`src/rtl/alu_issue_ctrl_pkg.sv`:
```
// Shared encodings for the ALU issue front-end: opcode map, ALU op field and FSM states.
package alu_pkg;

   localparam logic [2:0] FUNC_AND     = 3'd0;
   localparam logic [2:0] FUNC_OR      = 3'd1;
   localparam logic [2:0] FUNC_ADD     = 3'd2;
   localparam logic [2:0] FUNC_SUB     = 3'd3;
   localparam logic [2:0] FUNC_SLT     = 3'd4;
   localparam logic [2:0] FUNC_NOR     = 3'd5;
   localparam logic [2:0] FUNC_NAND    = 3'd6;
   localparam logic [2:0] FUNC_ILLEGAL = 3'd7;

   localparam logic [1:0] OP_AND = 2'b00;
   localparam logic [1:0] OP_OR  = 2'b01;
   localparam logic [1:0] OP_ADD = 2'b10;
   localparam logic [1:0] OP_SLT = 2'b11;

   typedef enum logic [1:0] {
      S_IDLE    = 2'd0,
      S_ISSUE   = 2'd1,
      S_CAPTURE = 2'd2,
      S_HOLD    = 2'd3
   } state_t;

endpackage

```
`src/rtl/alu_issue_ctrl_func_decode.sv`:
```
// Combinational opcode decoder: func -> ALU control lines plus arithmetic/illegal flags.
module alu_func_decode
   import alu_pkg::*;
(
   input  logic [2:0] func,
   output logic       ainvert,
   output logic       binvert,
   output logic [1:0] op,
   output logic       is_arith,
   output logic       is_illegal
);

   always_comb begin
      ainvert    = 1'b0;
      binvert    = 1'b0;
      op         = OP_AND;
      is_arith   = 1'b0;
      is_illegal = 1'b0;
      unique case (func)
         FUNC_AND:  op = OP_AND;
         FUNC_OR:   op = OP_OR;
         FUNC_ADD: begin
            op       = OP_ADD;
            is_arith = 1'b1;
         end
         FUNC_SUB: begin
            binvert  = 1'b1;
            op       = OP_ADD;
            is_arith = 1'b1;
         end
         FUNC_SLT: begin
            binvert = 1'b1;
            op      = OP_SLT;
         end
         // De Morgan: ~A & ~B is NOR, ~A | ~B is NAND
         FUNC_NOR: begin
            ainvert = 1'b1;
            binvert = 1'b1;
            op      = OP_AND;
         end
         FUNC_NAND: begin
            ainvert = 1'b1;
            binvert = 1'b1;
            op      = OP_OR;
         end
         default: is_illegal = 1'b1;
      endcase
   end

endmodule

```
`src/rtl/alu_issue_ctrl.sv`:
```
// Command front-end for the 8-bit ripple ALU: issues registered operands, captures a held response.
// Optional sticky overflow flag enabled by defining ALU_ISSUE_STICKY_OVF_EN.
module alu_issue_ctrl
   import alu_pkg::*;
#(
   parameter int DATA_W = 8
)
(
   input  logic              clk,
   input  logic              rst,
   input  logic              cmd_valid,
   output logic              cmd_ready,
   input  logic [2:0]        cmd_func,
   input  logic [DATA_W-1:0] cmd_a,
   input  logic [DATA_W-1:0] cmd_b,
   output logic [DATA_W-1:0] alu_src1,
   output logic [DATA_W-1:0] alu_src2,
   output logic              alu_ainvert,
   output logic              alu_binvert,
   output logic [1:0]        alu_op,
   input  logic [DATA_W-1:0] alu_result,
   input  logic              alu_zero,
   input  logic              alu_overflow,
   output logic              rsp_valid,
   input  logic              rsp_ready,
   output logic [DATA_W-1:0] rsp_result,
   output logic              rsp_zero,
   output logic              rsp_overflow,
   output logic              rsp_err,
   input  logic              sticky_clr,
   output logic              ovf_sticky
);

   state_t     state;
   logic       is_arith_q;
   logic       is_illegal_q;

   logic       dec_ainvert;
   logic       dec_binvert;
   logic [1:0] dec_op;
   logic       dec_is_arith;
   logic       dec_is_illegal;
   logic       capture_ovf;

   alu_func_decode u_decode (
      .func       (cmd_func),
      .ainvert    (dec_ainvert),
      .binvert    (dec_binvert),
      .op         (dec_op),
      .is_arith   (dec_is_arith),
      .is_illegal (dec_is_illegal)
   );

   // Gated by rst so a requester never sees ready while reset is held
   assign cmd_ready   = (state == S_IDLE) && !rst;
   assign capture_ovf = is_arith_q && !is_illegal_q && alu_overflow;

   always_ff @(posedge clk) begin
      if (rst) begin
         state        <= S_IDLE;
         is_arith_q   <= 1'b0;
         is_illegal_q <= 1'b0;
         alu_src1     <= '0;
         alu_src2     <= '0;
         alu_ainvert  <= 1'b0;
         alu_binvert  <= 1'b0;
         alu_op       <= OP_AND;
         rsp_valid    <= 1'b0;
         rsp_result   <= '0;
         rsp_zero     <= 1'b0;
         rsp_overflow <= 1'b0;
         rsp_err      <= 1'b0;
      end else begin
         unique case (state)
            S_IDLE: begin
               if (cmd_valid && cmd_ready) begin
                  is_arith_q   <= dec_is_arith;
                  is_illegal_q <= dec_is_illegal;
                  alu_src1     <= dec_is_illegal ? '0 : cmd_a;
                  alu_src2     <= dec_is_illegal ? '0 : cmd_b;
                  alu_ainvert  <= dec_ainvert;
                  alu_binvert  <= dec_binvert;
                  alu_op       <= dec_op;
                  state        <= S_ISSUE;
               end
            end
            S_ISSUE: begin
               state <= S_CAPTURE;
            end
            S_CAPTURE: begin
               rsp_result   <= is_illegal_q ? '0 : alu_result;
               rsp_zero     <= is_illegal_q ? 1'b0 : alu_zero;
               rsp_overflow <= capture_ovf;
               rsp_err      <= is_illegal_q;
               rsp_valid    <= 1'b1;
               alu_src1     <= '0;
               alu_src2     <= '0;
               alu_ainvert  <= 1'b0;
               alu_binvert  <= 1'b0;
               alu_op       <= OP_AND;
               state        <= S_HOLD;
            end
            S_HOLD: begin
               if (rsp_ready) begin
                  rsp_valid <= 1'b0;
                  state     <= S_IDLE;
               end
            end
            default: state <= S_IDLE;
         endcase
      end
   end

`ifdef ALU_ISSUE_STICKY_OVF_EN
   // Set is checked first so a same-edge clear loses
   always_ff @(posedge clk) begin
      if (rst) begin
         ovf_sticky <= 1'b0;
      end else if (state == S_CAPTURE && capture_ovf) begin
         ovf_sticky <= 1'b1;
      end else if (sticky_clr) begin
         ovf_sticky <= 1'b0;
      end
   end
`else
   logic unused_sticky_clr;
   assign unused_sticky_clr = sticky_clr;
   assign ovf_sticky        = 1'b0;
`endif

endmodule

```
`config.mk`:
```
export PLATFORM = sky130hd
export DESIGN_NAME = alu_issue_ctrl
export DESIGN_NICKNAME = d
export VERILOG_FILES = /design/src/rtl/alu_issue_ctrl_pkg.sv /design/src/rtl/alu_issue_ctrl_func_decode.sv /design/src/rtl/alu_issue_ctrl.sv
export SDC_FILE = /design/constraint.sdc
export NUM_CORES = 1
export LEC_CHECK = 0
export CORE_MARGIN = 1.5
export CORE_UTILIZATION = 36
export DETAILED_ROUTE_END_ITERATION = 10
export PLACE_DENSITY = 0.77
export SETUP_SLACK_MARGIN = 0.15
export SLEW_MARGIN = 0
export SYNTH_ARGS = -nofsm -noshare
export SYNTH_HDL_FRONTEND = slang
export SYNTH_HIERARCHICAL = 1
export SYNTH_SLANG_ARGS = --single-unit
```
`constraint.sdc`:
```
create_clock -name clk -period 1.55 [get_ports clk]
set_clock_uncertainty 0.15 [all_clocks]
set_input_delay 0.155 -clock clk [delete_from_list [all_inputs] [get_ports clk]]
set_output_delay 0.155 -clock clk [all_outputs]
set_load 0.01 [all_outputs]
```
== Word level (Yosys, flattened, before mapping) ==
Cells that the tools add are included.

* Multiplexer cells: 24
* Reductions and logical operators: 19
* Eq/ne operators: 11

{| class="wikitable"
|+ Operators with widths
! cell !! count
|-
| $mux 8 || 5
|-
| $pmux 8 s2 || 2
|-
| $eq 3x3->1 const B || 3
|-
| $mux 1 || 8
|-
| $pmux 2 s4 || 1
|-
| $reduce_and 2->1 || 4
|-
| $reduce_or 7->1 || 1
|-
| $eq 3x2->1 const B || 2
|-
| $mux 2 || 3
|-
| $pmux 1 s2 || 3
|-
| $pmux 2 s3 || 1
|-
| $reduce_or 2->1 || 3
|-
| $eq 2x2->1 const B || 2
|-
| $logic_and 1x1->1 || 4
|-
| $pmux 2 s2 || 1
|-
| $reduce_bool 2->1 || 2
|-
| $reduce_or 4->1 || 1
|-
| $eq 3x1->1 const B || 1
|-
| $logic_not 3->1 || 1
|-
| $eq 2x1->1 const B || 1
|-
| $logic_not 1->1 || 2
|-
| $logic_not 2->1 || 1
|-
| $ne 2x1->1 const B || 1
|-
| $ne 2x2->1 const B || 1
|}

* Output and inout bits: 34
* Logic and storage cells: 67
* Input bits: 34
* Flip-flop bits (word level): 36

== Logic depth before layout (Yosys ltp) ==
* Word-level depth: 5
* Mapped depth: 8
* Gate-level depth less buffers: 5

== Hierarchy ==
The synthesis kept the hierarchy.

{| class="wikitable"
|+ Modules (own cells, without submodules)
! module !! area an instance (um2) !! cells each !! instances !! sequential area each (um2)
|-
| alu_issue_ctrl || 1365.1 || 129 || 1 || 720.7
|-
| alu_func_decode || 65.1 || 10 || 1 || 0.0
|}

== Least setup slack after synthesis ==
OpenSTA, ideal clock, no wires.

* Kind: register -> register
* Start: register state[0]
* End: register state[1]
* Required time: 1.313 ns
* Period minus slack after synthesis: 1.693 ns
* Cell stages (with the launch flop): 7
* Path slack: -0.143 ns
* Path buffers: 1
* Arrival: 1.456 ns
* Library setup time: 0.087 ns
* Cell sequence: dfxtp_1 inv_1 ha_1 buf_2 nor2b_4 or4b_1 o31ai_1

* Longest elaborated chain between the ends: 5
* Elaborated cells on any way between the ends: 10
* Those cells by class: eq/ne: 5; mux: 1; reduce/logical: 4

{| class="wikitable"
|+ RTL lines
! element !! RTL line !! RTL
|-
| start: declaration || alu_issue_ctrl.sv:34 || <nowiki>state_t state;</nowiki>
|-
| start signal: assignment || alu_issue_ctrl.sv:60 || <nowiki>state <= S_IDLE;</nowiki>
|-
| start signal: assignment || alu_issue_ctrl.sv:84 || <nowiki>state <= S_ISSUE;</nowiki>
|-
| start signal: assignment || alu_issue_ctrl.sv:88 || <nowiki>state <= S_CAPTURE;</nowiki>
|-
| $logic_not 2->1 || alu_issue_ctrl.sv:55, alu_issue_ctrl.sv:74 ||
|-
| $logic_and 1x1->1 || alu_issue_ctrl.sv:55 || <nowiki>assign cmd_ready = (state == S_IDLE) && !rst;</nowiki>
|-
| $logic_and 1x1->1 || alu_issue_ctrl.sv:76 || <nowiki>if (cmd_valid && cmd_ready) begin</nowiki>
|-
| $ne 2x1->1 (no source line) || n/a ||
|-
| $reduce_and 2->1 (no source line) || n/a ||
|}

Several ways; a longest one is shown, not always the timed one.
A chain may end at the register's enable or synchronous reset.

== Worst setup path after layout ==
* Start: register state[0]
* End: output port cmd_ready

* Longest elaborated chain between the ends: 2

{| class="wikitable"
|+ RTL lines
! element !! RTL line !! RTL
|-
| $logic_not 2->1 || alu_issue_ctrl.sv:55 ||
|-
| $logic_and 1x1->1 || alu_issue_ctrl.sv:55 ||
|-
| end: declaration || alu_issue_ctrl.sv:12 || <nowiki>output logic cmd_ready,</nowiki>
|}

Every way passes these cells.

==> impl_metrics.toml <==
[final_layout]
final_cell_mix = "34 x dfxtp_1, 32 x clkdlybuf4s50_1, 32 x dlygate4sd2_1"
stdcell_count = 278
final_common_cell = "dfxtp_1"
post-route-cell-area_um2 = 2530
syn2layout_area_growth_pct = 77.2
diodes = 0
final_layout_size_suffix_gt1_share_pct = 28.7
nNetsFinal = 267

[synthesis]
synth.cell_area_um2 = 1430
synthCells = 139
yosysTopAreaCell = "dfxtp_1"
synth_fa_ha_area_share_pct = 3.50
yosysUniqueCellTypes = 34
syn_area_per_cell_um2 = 10.3
synth_compound_area_share_pct = 21.5
synthSimpleGateAreaFrac_pct = 16.8
syn_nets = 177
synth_top_family_by_area = "compound AO/OA/AOI/OAI gates"
ys_top_cells_by_area = "dfxtp_1 50%, a22o_1 9.8%, a22oi_1 5.8%"
synth-xor-area-share_pct = 0.612
yosys_warnings = 6
yosysSeqAreaShare_pct = 50.4
synthMuxAreaShare_pct = 1.40
synth-seq-cells = 36
yosys.area.top_type_share_pct = 50.4

[drt]
ant_nets = 0
wl_per_cell_um = 14.0
drc = 0
routed_wl_mm = 3.90
vias = 1373
first_pass_iters = 5
vias_per_cell = 4.94
drt_iter0_drc = 63

[pwr]
power.leakage_nw = 1.13
power_mw = 4.02
ir_drop_v = 0.000873
powerDensity_nw_per_um2 = 1590

[critical_path]
required_ns = 1.24
arrival_ns = 1.25
crit_fanout = 4
end_kind = "output pin"
rr_startpoint = "state[0]"
crit_path_start = "state[0]"
cp-start-kind = "flop"
worstSetupPathType = "flop to output pin"

[timing]
period_needed_ns = 1.56
fin_crit_sh_pct = 101
finalSetupViolations = 1
rsz0062_at_grt = "true"
hold_viol = 0
maxSlewViolCount = 0
setup_tns_ns = -0.00889
max_clock_freq_ghz = 0.641
setup_slack_ns = -0.00889

[die]
start_util_pct = 38.2
fp.dieH_um = 66.0
die_w_um = 66.0
core_um2 = 3740
io_pins = 68
dieArea_um2 = 4360
rows = 22

[place]
place.gp.congestion = 0.784
place_hpwl_mm = 2.62
io_buffer_count = 65
placed_area_um2 = 2240
dp_cells = 260

[hold_path]
hp-class = "primary input to flop"
hold_path_startpoint = "cmd_a[2]"

[clock_tree]
cts_tree = "done"
clock-root-buffer = "clkbuf_8"
cts_buffers = 5
ctsLongestPathBuffers = 2
clk_pin_slew_ns = 0.07
htreeDepth = 2
clock_latency_ns = 0.29
cts.sinks = 36
ctsHoldBuffers = 0

[global_route]
grt_pass1_wl_mm = 6.17
grt_max_degree = 17
grt_pass1_vias = 1350
grt-ovfl-total = 0
grtUsageTotal_pct = 18.7
antenna_found_initial = 0

[outcome]
status = "complete, but fails checks"
violations = "negative setup slack"

[job]
cap_violations = 0
## sequential cells by signal, summed over array words and instances (netlist names), 2 cells and up
signal and cells:
alu_src1 8, alu_src2 8, rsp_result 8, alu_op 2, state 2
## repair_timing
item / 4_1_cts / 5_1_grt
endpoints found under the setup margin: 66 / 35
cloned: 1 / 0
resized for setup: 60 / 12
pin swaps: 5 / 7
setup buffers: 5 / 4
## cell type report
| type | count | area [µm²] |
|---|---|---|
| clock buffers | 5 | 68.8 |
| multi-input cells | 90 | 748 |
| clock inverters | 3 | 42.5 |
| inverters | 3 | 20.0 |
| repair inverters | 1 | 7.51 |
| repair buffers | 92 | 861 |
| flip-flops and latches | 36 | 726 |
| fillers | 320 | 1210 |
| well taps | 48 | 60.1 |
## through the flow
step                hold slack (ns)  setup slack, ns  utilization (%)
floorplan                     0.138          -0.0296                -
global placement              0.297           -0.129             59.9
detailed placement            0.306           -0.170             59.9
CTS                           0.305          0.00258             65.4
global route                  0.310          -0.0703             67.7
finish                        0.312         -0.00889             67.7
## worst max-delay path, stage by stage (launching register included)
cell and delay [ns]:
dfxtp_2 0.36, inv_4 0.06, ha_4 0.17, buf_4 0.13, nor2b_4 0.12, buf_6 0.12
## cells in the mapped netlist (all sizes together)
cell / count
or2b: 1
nand3: 2
buf: 7
o21bai: 1
ha: 4
o31ai: 1
and3b: 1
or4b: 1
a2bb2oi: 1
mux2i: 2
nor3b: 1
nand2: 5
nand2b: 2
and3: 1
or3: 1
nor2b: 6
o21ai: 3
nand4: 2
a32oi: 1
a22o: 16
conb: 1
a21boi: 1
nor2: 17
a22oi: 11
dfxtp: 36
nor4: 1
clkbuf: 3
a21oi: 6
xnor2: 1
inv: 3
## worst paths after layout
check	cells after the start	slack, ns	to
worst min register to register	2	0.32	is_arith_q
worst min-delay path	2	0.31	alu_src1[2]
worst max-delay path	5	-0.009	cmd_ready
worst max register to register	5	0.01	state[1]
## cells by family (layout without fill, tap and decap cells)
| kind of cell | count (synthesis) | in the layout |
|---|---|---|
| muxes | 2 | 2 |
| buffers and inverters | 13 | 104 |
| xor gates and xnor gates | 1 | 1 |
| and+or+nand+nor | 41 | 41 |
| AOI/OAI and AO/OA | 41 | 41 |
| adders and majority gates | 4 | 4 |
| DFF | 36 | 36 |
| other | 1 | 1 |
## power breakdown
part	switching, mW	internal [mW]	leakage, nW	total, mW
combinational	0.840	1.09	0.779	1.93
clock	0.335	0.475	0.0541	0.811
sequential	0.136	1.15	0.294	1.28
## metal layers
metal | share of wire (%) | vias to the layer above | track usage, % | wire length [µm]
li1 | - | 677 | - | -
met4 | 0.72 | 0 | 6.89 | 28
met3 | 7.0 | 5 | 4.94 | 275
met5 | 0 | - | 0 | 0
met2 | 47 | 48 | 29.7 | 1820
met1 | 46 | 643 | 24.4 | 1780
(Power assumes the default switching activity.)
